## config.mk

```make
export PLATFORM = sky130hd
export DESIGN_NAME = cpu_trace_buffer
export DESIGN_NICKNAME = d
export VERILOG_FILES = /design/src/rtl/cpu_trace_buffer_pkg.sv /design/src/rtl/cpu_trace_buffer_ram.sv /design/src/rtl/cpu_trace_buffer.sv
export SDC_FILE = /design/constraint.sdc
export NUM_CORES = 1
export LEC_CHECK = 0
export ABC_CLOCK_PERIOD_IN_PS = 5450
export BUFFER_PORTS_ARGS = -buffer_cell sky130_fd_sc_hd__buf_2
export CAP_MARGIN = 25
export CELL_PAD_IN_SITES_DETAIL_PLACEMENT = 0
export CELL_PAD_IN_SITES_GLOBAL_PLACEMENT = 1
export CORE_MARGIN = 1
export CORE_UTILIZATION = 41
export CTS_BUF_LIST = sky130_fd_sc_hd__clkbuf_8 sky130_fd_sc_hd__clkbuf_16
export DETAILED_ROUTE_END_ITERATION = 8
export GPL_TIMING_DRIVEN = 0
export PLACE_DENSITY = 0.62
export SYNTH_ARGS = -nofsm -noshare
export SYNTH_HDL_FRONTEND = slang
export SYNTH_SLANG_ARGS = --single-unit
```

## constraint.sdc

```tcl
create_clock -name clk -period 5.45 [get_ports clk]
set_input_delay 0.2725 -clock clk [delete_from_list [all_inputs] [get_ports clk]]
set_output_delay 0.2725 -clock clk [all_outputs]
set_load 0.005 [all_outputs]
```

## src/rtl/cpu_trace_buffer_pkg.sv

```systemverilog
// Shared types and width helpers for the CPU instruction-trace buffer.
// TRACE_CYCLE_STAMP_EN adds a cycle stamp field to each trace entry.
package trace_pkg;

   typedef enum logic {
      RUN    = 1'b0,
      FROZEN = 1'b1
   } trace_state_t;

   localparam int unsigned ADDR_W_DEF = 32;
   localparam int unsigned INST_W_DEF = 32;
   localparam int unsigned CYC_W_DEF  = 32;

`ifdef TRACE_CYCLE_STAMP_EN
   localparam bit STAMP_EN = 1'b1;
`else
   localparam bit STAMP_EN = 1'b0;
`endif

   // Entry width: [stamp], pc, inst
   function automatic int unsigned ent_w(input int unsigned addr_w,
                                         input int unsigned inst_w,
                                         input int unsigned cyc_w);
      return addr_w + inst_w + (STAMP_EN ? cyc_w : 0);
   endfunction

endpackage

```

## src/rtl/cpu_trace_buffer_ram.sv

```systemverilog
// Trace storage: one synchronous write port and one registered read port.
module trace_ram
   import trace_pkg::*;
#(
   parameter int unsigned DEPTH = 16,
   parameter int unsigned ENT_W = 64
) (
   input  logic                     clk,
   input  logic                     rst,
   input  logic                     we,
   input  logic [$clog2(DEPTH)-1:0] waddr,
   input  logic [ENT_W-1:0]         wdata,
   input  logic                     re,
   input  logic [$clog2(DEPTH)-1:0] raddr,
   output logic [ENT_W-1:0]         rdata
);

   logic [ENT_W-1:0] mem [DEPTH];

   always_ff @(posedge clk) begin
      if (we) begin
         mem[waddr] <= wdata;
      end
   end

   // Read register holds its value between accepted reads
   always_ff @(posedge clk or posedge rst) begin
      if (rst) begin
         rdata <= '0;
      end else if (re) begin
         rdata <= mem[raddr];
      end
   end

endmodule

```

## src/rtl/cpu_trace_buffer.sv

```systemverilog
// Instruction-trace capture beside the CPU: circular history, freeze on halt/watchdog, read-back port.
// Define TRACE_CYCLE_STAMP_EN to store the cycle count in the top bits of each entry.
module cpu_trace_buffer
   import trace_pkg::*;
#(
   parameter int unsigned ADDR_W  = ADDR_W_DEF,
   parameter int unsigned INST_W  = INST_W_DEF,
   parameter int unsigned DEPTH   = 16,
   parameter int unsigned CYC_W   = CYC_W_DEF,
   parameter int unsigned TIMEOUT = 0
) (
   input  logic                                     clk,
   input  logic                                     rst,
   input  logic                                     valid,
   input  logic [ADDR_W-1:0]                        pc,
   input  logic [INST_W-1:0]                        inst,
   input  logic                                     halt,
   input  logic                                     clear,
   input  logic                                     rd_en,
   input  logic [$clog2(DEPTH)-1:0]                 rd_idx,
   output logic [ent_w(ADDR_W, INST_W, CYC_W)-1:0]  rd_data,
   output logic                                     rd_valid,
   output logic                                     frozen,
   output logic                                     timeout,
   output logic [$clog2(DEPTH):0]                   count,
   output logic [CYC_W-1:0]                         cycles,
   output logic [CYC_W-1:0]                         retired
);

   localparam int unsigned IDX_W = $clog2(DEPTH);
   localparam int unsigned CNT_W = IDX_W + 1;
   localparam int unsigned ENT_W = ent_w(ADDR_W, INST_W, CYC_W);

   localparam logic [CNT_W-1:0] FULL    = CNT_W'(DEPTH);
   localparam logic [CNT_W-1:0] CNT_ONE = CNT_W'(1);
   localparam logic [IDX_W-1:0] IDX_ONE = IDX_W'(1);
   localparam logic [CYC_W-1:0] CYC_ONE = CYC_W'(1);
   localparam logic [CYC_W-1:0] WD_LAST = CYC_W'((TIMEOUT == 0) ? 0 : TIMEOUT - 1);
   localparam bit               WD_EN   = (TIMEOUT != 0);

   trace_state_t     state_q, state_d;
   logic [IDX_W-1:0] wr_ptr_q, wr_ptr_d;
   logic [CNT_W-1:0] count_q, count_d;
   logic [CYC_W-1:0] cycles_q, cycles_d;
   logic [CYC_W-1:0] retired_q, retired_d;
   logic             timeout_q, timeout_d;
   logic             rd_valid_q, rd_valid_d;
   logic             oob_q, oob_d;
   logic             we, re, wd_hit;
   logic [IDX_W-1:0] raddr;
   logic [ENT_W-1:0] wdata, ram_rdata;

`ifdef TRACE_CYCLE_STAMP_EN
   assign wdata = {cycles_q, pc, inst};
`else
   assign wdata = {pc, inst};
`endif

   // Next-state, counters and read request
   always_comb begin
      state_d    = state_q;
      wr_ptr_d   = wr_ptr_q;
      count_d    = count_q;
      cycles_d   = cycles_q;
      retired_d  = retired_q;
      timeout_d  = timeout_q;
      we         = 1'b0;
      wd_hit     = WD_EN && (cycles_q == WD_LAST);
      re         = (state_q == FROZEN) && rd_en;
      raddr      = IDX_W'(wr_ptr_q - IDX_W'(count_q) + rd_idx);
      rd_valid_d = re;
      oob_d      = re ? (CNT_W'(rd_idx) >= count_q) : oob_q;

      if (clear && !halt) begin
         state_d   = RUN;
         wr_ptr_d  = '0;
         count_d   = '0;
         cycles_d  = '0;
         retired_d = '0;
         timeout_d = 1'b0;
      end else if (state_q == RUN) begin
         cycles_d = cycles_q + CYC_ONE;
         if (valid) begin
            we        = 1'b1;
            wr_ptr_d  = wr_ptr_q + IDX_ONE;
            retired_d = retired_q + CYC_ONE;
            count_d   = (count_q == FULL) ? count_q : count_q + CNT_ONE;
         end
         if (halt || wd_hit) begin
            state_d = FROZEN;
         end
         if (wd_hit) begin
            timeout_d = 1'b1;
         end
      end
   end

   always_ff @(posedge clk or posedge rst) begin
      if (rst) begin
         state_q    <= RUN;
         wr_ptr_q   <= '0;
         count_q    <= '0;
         cycles_q   <= '0;
         retired_q  <= '0;
         timeout_q  <= 1'b0;
         rd_valid_q <= 1'b0;
         oob_q      <= 1'b0;
      end else begin
         state_q    <= state_d;
         wr_ptr_q   <= wr_ptr_d;
         count_q    <= count_d;
         cycles_q   <= cycles_d;
         retired_q  <= retired_d;
         timeout_q  <= timeout_d;
         rd_valid_q <= rd_valid_d;
         oob_q      <= oob_d;
      end
   end

   trace_ram #(
      .DEPTH (DEPTH),
      .ENT_W (ENT_W)
   ) u_ram (
      .clk   (clk),
      .rst   (rst),
      .we    (we),
      .waddr (wr_ptr_q),
      .wdata (wdata),
      .re    (re),
      .raddr (raddr),
      .rdata (ram_rdata)
   );

   // Out-of-range reads return zero but still complete
   assign rd_data  = oob_q ? '0 : ram_rdata;
   assign rd_valid = rd_valid_q;
   assign frozen   = (state_q == FROZEN);
   assign timeout  = timeout_q;
   assign count    = count_q;
   assign cycles   = cycles_q;
   assign retired  = retired_q;

endmodule

```

==> metrics.yaml <==
global_route:
  grt_max_degree: 105
  met2_usage_pct: 35.5
  met3_usage_pct: 3.64
  antenna_found_initial: 3
  use_met1_pct: 28.8
  grt_first_pass_wirelength_um: 180000
  grtUsageTotal_pct: 21.4
  overflow: 0
  top_usage_layer: "met2"
  first_global_vias: 26500
detailed_routing:
  ant_nets: 0
  wire_per_inst_um: 25.8
  drc: 0
  routed_wl_um: 124000
  vias: 26000
  drtIter0Drc: 1848
  drt_first_pass_iters: 5
  vias_per_cell: 5.40
logic_synthesis:
  ys_types: 49
  synth-seq-cells: 1164
  syn-num-nets: 2875
  netlist_area_um2: 46400
  avgSynthCellArea_um2: 16.7
  netlist.top_cell.by_area: "edfxtp_1"
  synth_ff_type: "edfxtp_1"
  yosys.area.top_type_share_pct: 66.3
  ys_warn_count: 0
  synth_edf_count: 1024
  ys_seq_area_share_pct: 73.8
  netlist_instances: 2782
  async_reset_ff_share_pct: 12.0
  netlist_top_cells_area: "edfxtp_1 66%, mux2i_1 11%, dfrtp_1 7.5%, a22oi_1 4.1%, nor2_1 1.1%"
sta:
  finalClockSkew_ns: 0.0285
  finalSetupTns_ns: 0
  max_freq_ghz: 0.253
  hold_viol: 0
  worst_pin_slew_ns: 0.995
  holdWs_ns: 0.0859
  rsz0062_at_grt: "no"
  finalSetupViolations: 0
  fin_crit_sh_pct: 72.7
  max_slew_margin_pct: 33.7
  final_max_slew_viol_count: 0
  period_needed_ns: 3.96
final_layout:
  nets: 3299
  multi_input_area_um2: 11300
  syn_to_final_growth_pct: 17.8
  drive_gt1_share_pct: 16.7
  regArea_um2: 34300
  nFillCells: 9520
  post-route-util_pct: 48.7
cts:
  clock_latency_ns: 0.72
  cts_resized: 0
  htreeDepth: 3
  root_buffer: "clkbuf_16"
  clk_pin_slew_worst_paths_ns: 0.06
  cts_tree: "done"
  cts_buffers: 120
  clockBufferDepth: 3
  cts.sinks: 1164
worst_setup_path:
  critPathMaxFanout: 11
  crit_path_start_kind: "flop"
  arrival_ns: 4.50
  crit_path_start: "wr_ptr_q[0]$_DFFE_PP0P_"
  cp_top_family: "buffers and inverters"
  worstSetupEndpointType: "flop"
  critical_path.cell_chain: "inv_1 > ha_1 > inv_1 > ha_1 > fa_1 > xnor2_1 > and2_1 > buf_2 > clkbuf_1 > a22oi_1 > nand3_2 > a31oi_1"
  critical_path_required_ns: 5.99
  path_buf_inv: 4
  cpMaxStageDelayCell: "clkbuf_1"
  crit-reg2reg-launch: "wr_ptr_q[0]$_DFFE_PP0P_"
  slowest_delay_ns: 0.75
  crit_type: "reg -> reg"
die:
  start_util_pct: 41.3
  core.rowCount: 123
  die_y_um: 338
  core_area_um2: 112000
  dieArea_um2: 115000
  ioPinCount: 210
  die_w_um: 338
power_and_ir_drop:
  p_clk_share_pct: 29.3
  power.switching_w: 0.00958
  seq_power_share_pct: 36.6
  power_density_nw_per_um2: 511
  leakage_nw: 19.9
  ir_drop_uv: 353
  comb_power_share_pct: 34.1
  switching_share_pct: 34.3
  p_int_w: 0.0183
  power.total_w: 0.0279
place:
  dp_hpwl_um: 77600
  io_buffer_count: 208
  gp_routability_congestion: 0.783
hold_path:
  holdCritPathClass: "in -> reg"
  worst_hold_startpoint: "rd_idx[3]"
run_status:
  status: "finished clean"
run:
  drv_cap: 0
-- synthesized netlist by cell type, types with 43 or more instances --
master    number
clkbuf_1      65
a22oi_1      255
buf_2         70
nor2b_1       65
nand3_1       58
xnor2_1       43
a31oi_1       64
nor2_1       139
nand3b_1      63
dfrtp_1      140
edfxtp_1    1024
mux2i_1      513
-- worst paths after layout --
kind | slack (ns) | end | cells past startpoint
max | 1.49 | u_ram.rdata[3]$_DFFE_PP0P_ | 12
min reg2reg | 0.55 | u_ram.rdata[17]$_DFFE_PP0P_ | 2
max in group asynchronous | 4.38 | u_ram.rdata[5]$_DFFE_PP0P_ | 4
min | 0.09 | oob_q$_DFFE_PP0P_ | 4
min in group asynchronous | 0.11 | u_ram.rdata[43]$_DFFE_PP0P_ | 3
max reg2reg | 1.49 | u_ram.rdata[3]$_DFFE_PP0P_ | 12
-- worst reg2reg max path: stages, from the launching register on --
cell and delay [ns]:
dfrtp_1 0.44, inv_1 0.13, ha_1 0.29, inv_1 0.04, ha_1 0.21, fa_1 0.49, xnor2_1 0.26, and2_1 0.19
buf_2 0.48, clkbuf_1 0.75, a22oi_1 0.25, nand3_2 0.16, a31oi_1 0.09
-- state kept, by name, indices dropped and copies added, names as in the netlist --
name	cells
u_ram.mem	1024
u_ram.rdata	64
cycles	32
retired	32
count	5
wr_ptr_q	4
frozen	1
oob_q	1
rd_valid	1
-- cells by family (layout without fill, tap and decap cells) --
group / after synthesis / in the layout / share of synthesized area, %
adder cells (fa/ha/maj): 19 / 19 / 0.561
multiplexers: 513 / 513 / 11.1
AO/OA/AOI/OAI: 347 / 347 / 5.38
flip-flops: 1164 / 1164 / 73.8
AND/OR/NAND/NOR: 476 / 476 / 5.99
XOR/XNOR: 66 / 66 / 1.25
buffers and inverters: 196 / 725 / 1.95
other: 1 / 4 / 0.00808
-- through the flow --
step           worst slack [ns]  instances  instance area [um2]
3_3_place_gp              -2.60       4490                49300
3_5_place_dp               1.48       4515                50000
4_1_cts                    1.45       4811                54700
2_1_floorplan              1.06       2782                46400
6_report                   1.49       4814                54700
5_1_grt                    1.24       4812                54700
-- area by class of cell --
| cell class | instances | share of cell area (%) |
|---|---|---|
| diodes | 3 | 0.0137 |
| well taps | 1500 | 3.43 |
| plain buffers | 164 | 1.44 |
| clock inverters | 102 | 1.63 |
| multi-input cells | 1422 | 20.7 |
| repair buffers | 302 | 4.27 |
| flip-flops and latches | 1164 | 62.7 |
| clock buffers | 125 | 5.62 |
| inverters | 32 | 0.233 |
-- power by group through the flow --
stage	Sequential (W)	Clock (W)	Combinational, W
global route	0.0102	0.00867	0.0102
finish	0.0102	0.00818	0.00951
detailed placement	0.0104	0	0.00956
floorplan	0.0103	0	0.00620
CTS	0.0102	0.00834	0.00962
global placement	0.0104	0	0.00944
-- cell usage in the layout (no fill, tap or decap), types with 14 or more instances in the layout --
master         instances
clkbuf_1              64
a22oi_1              255
buf_1                 16
edfxtp_1            1024
bufinv_16             15
nor2_1               135
xor2_1                23
clkinv_2              29
a31oi_1               64
inv_1                 54
xnor2_1               43
clkinv_1              24
buf_2                278
dfrtp_1              140
nand3b_1              63
ha_1                  16
mux2i_1              513
clkbuf_16            120
nand2_1               32
nor2b_1               65
nand3_2               23
dlygate4sd3_1         69
buf_16                14
nand3_1               58
-- layer usage --
layer	vias up	wire, um
met5	-	27
met1	13400	54500
met2	701	60200
li1	11700	-
met3	163	6630
met4	4	2860
-- what timing repair did --
action | 4_1_cts | 5_1_grt
setup endpoints to repair | 0 | 0
setup buffers | 0 | 0
hold endpoints to repair | 1064 | 0
hold buffers | 69 | 0
(Power assumes the default switching activity.)
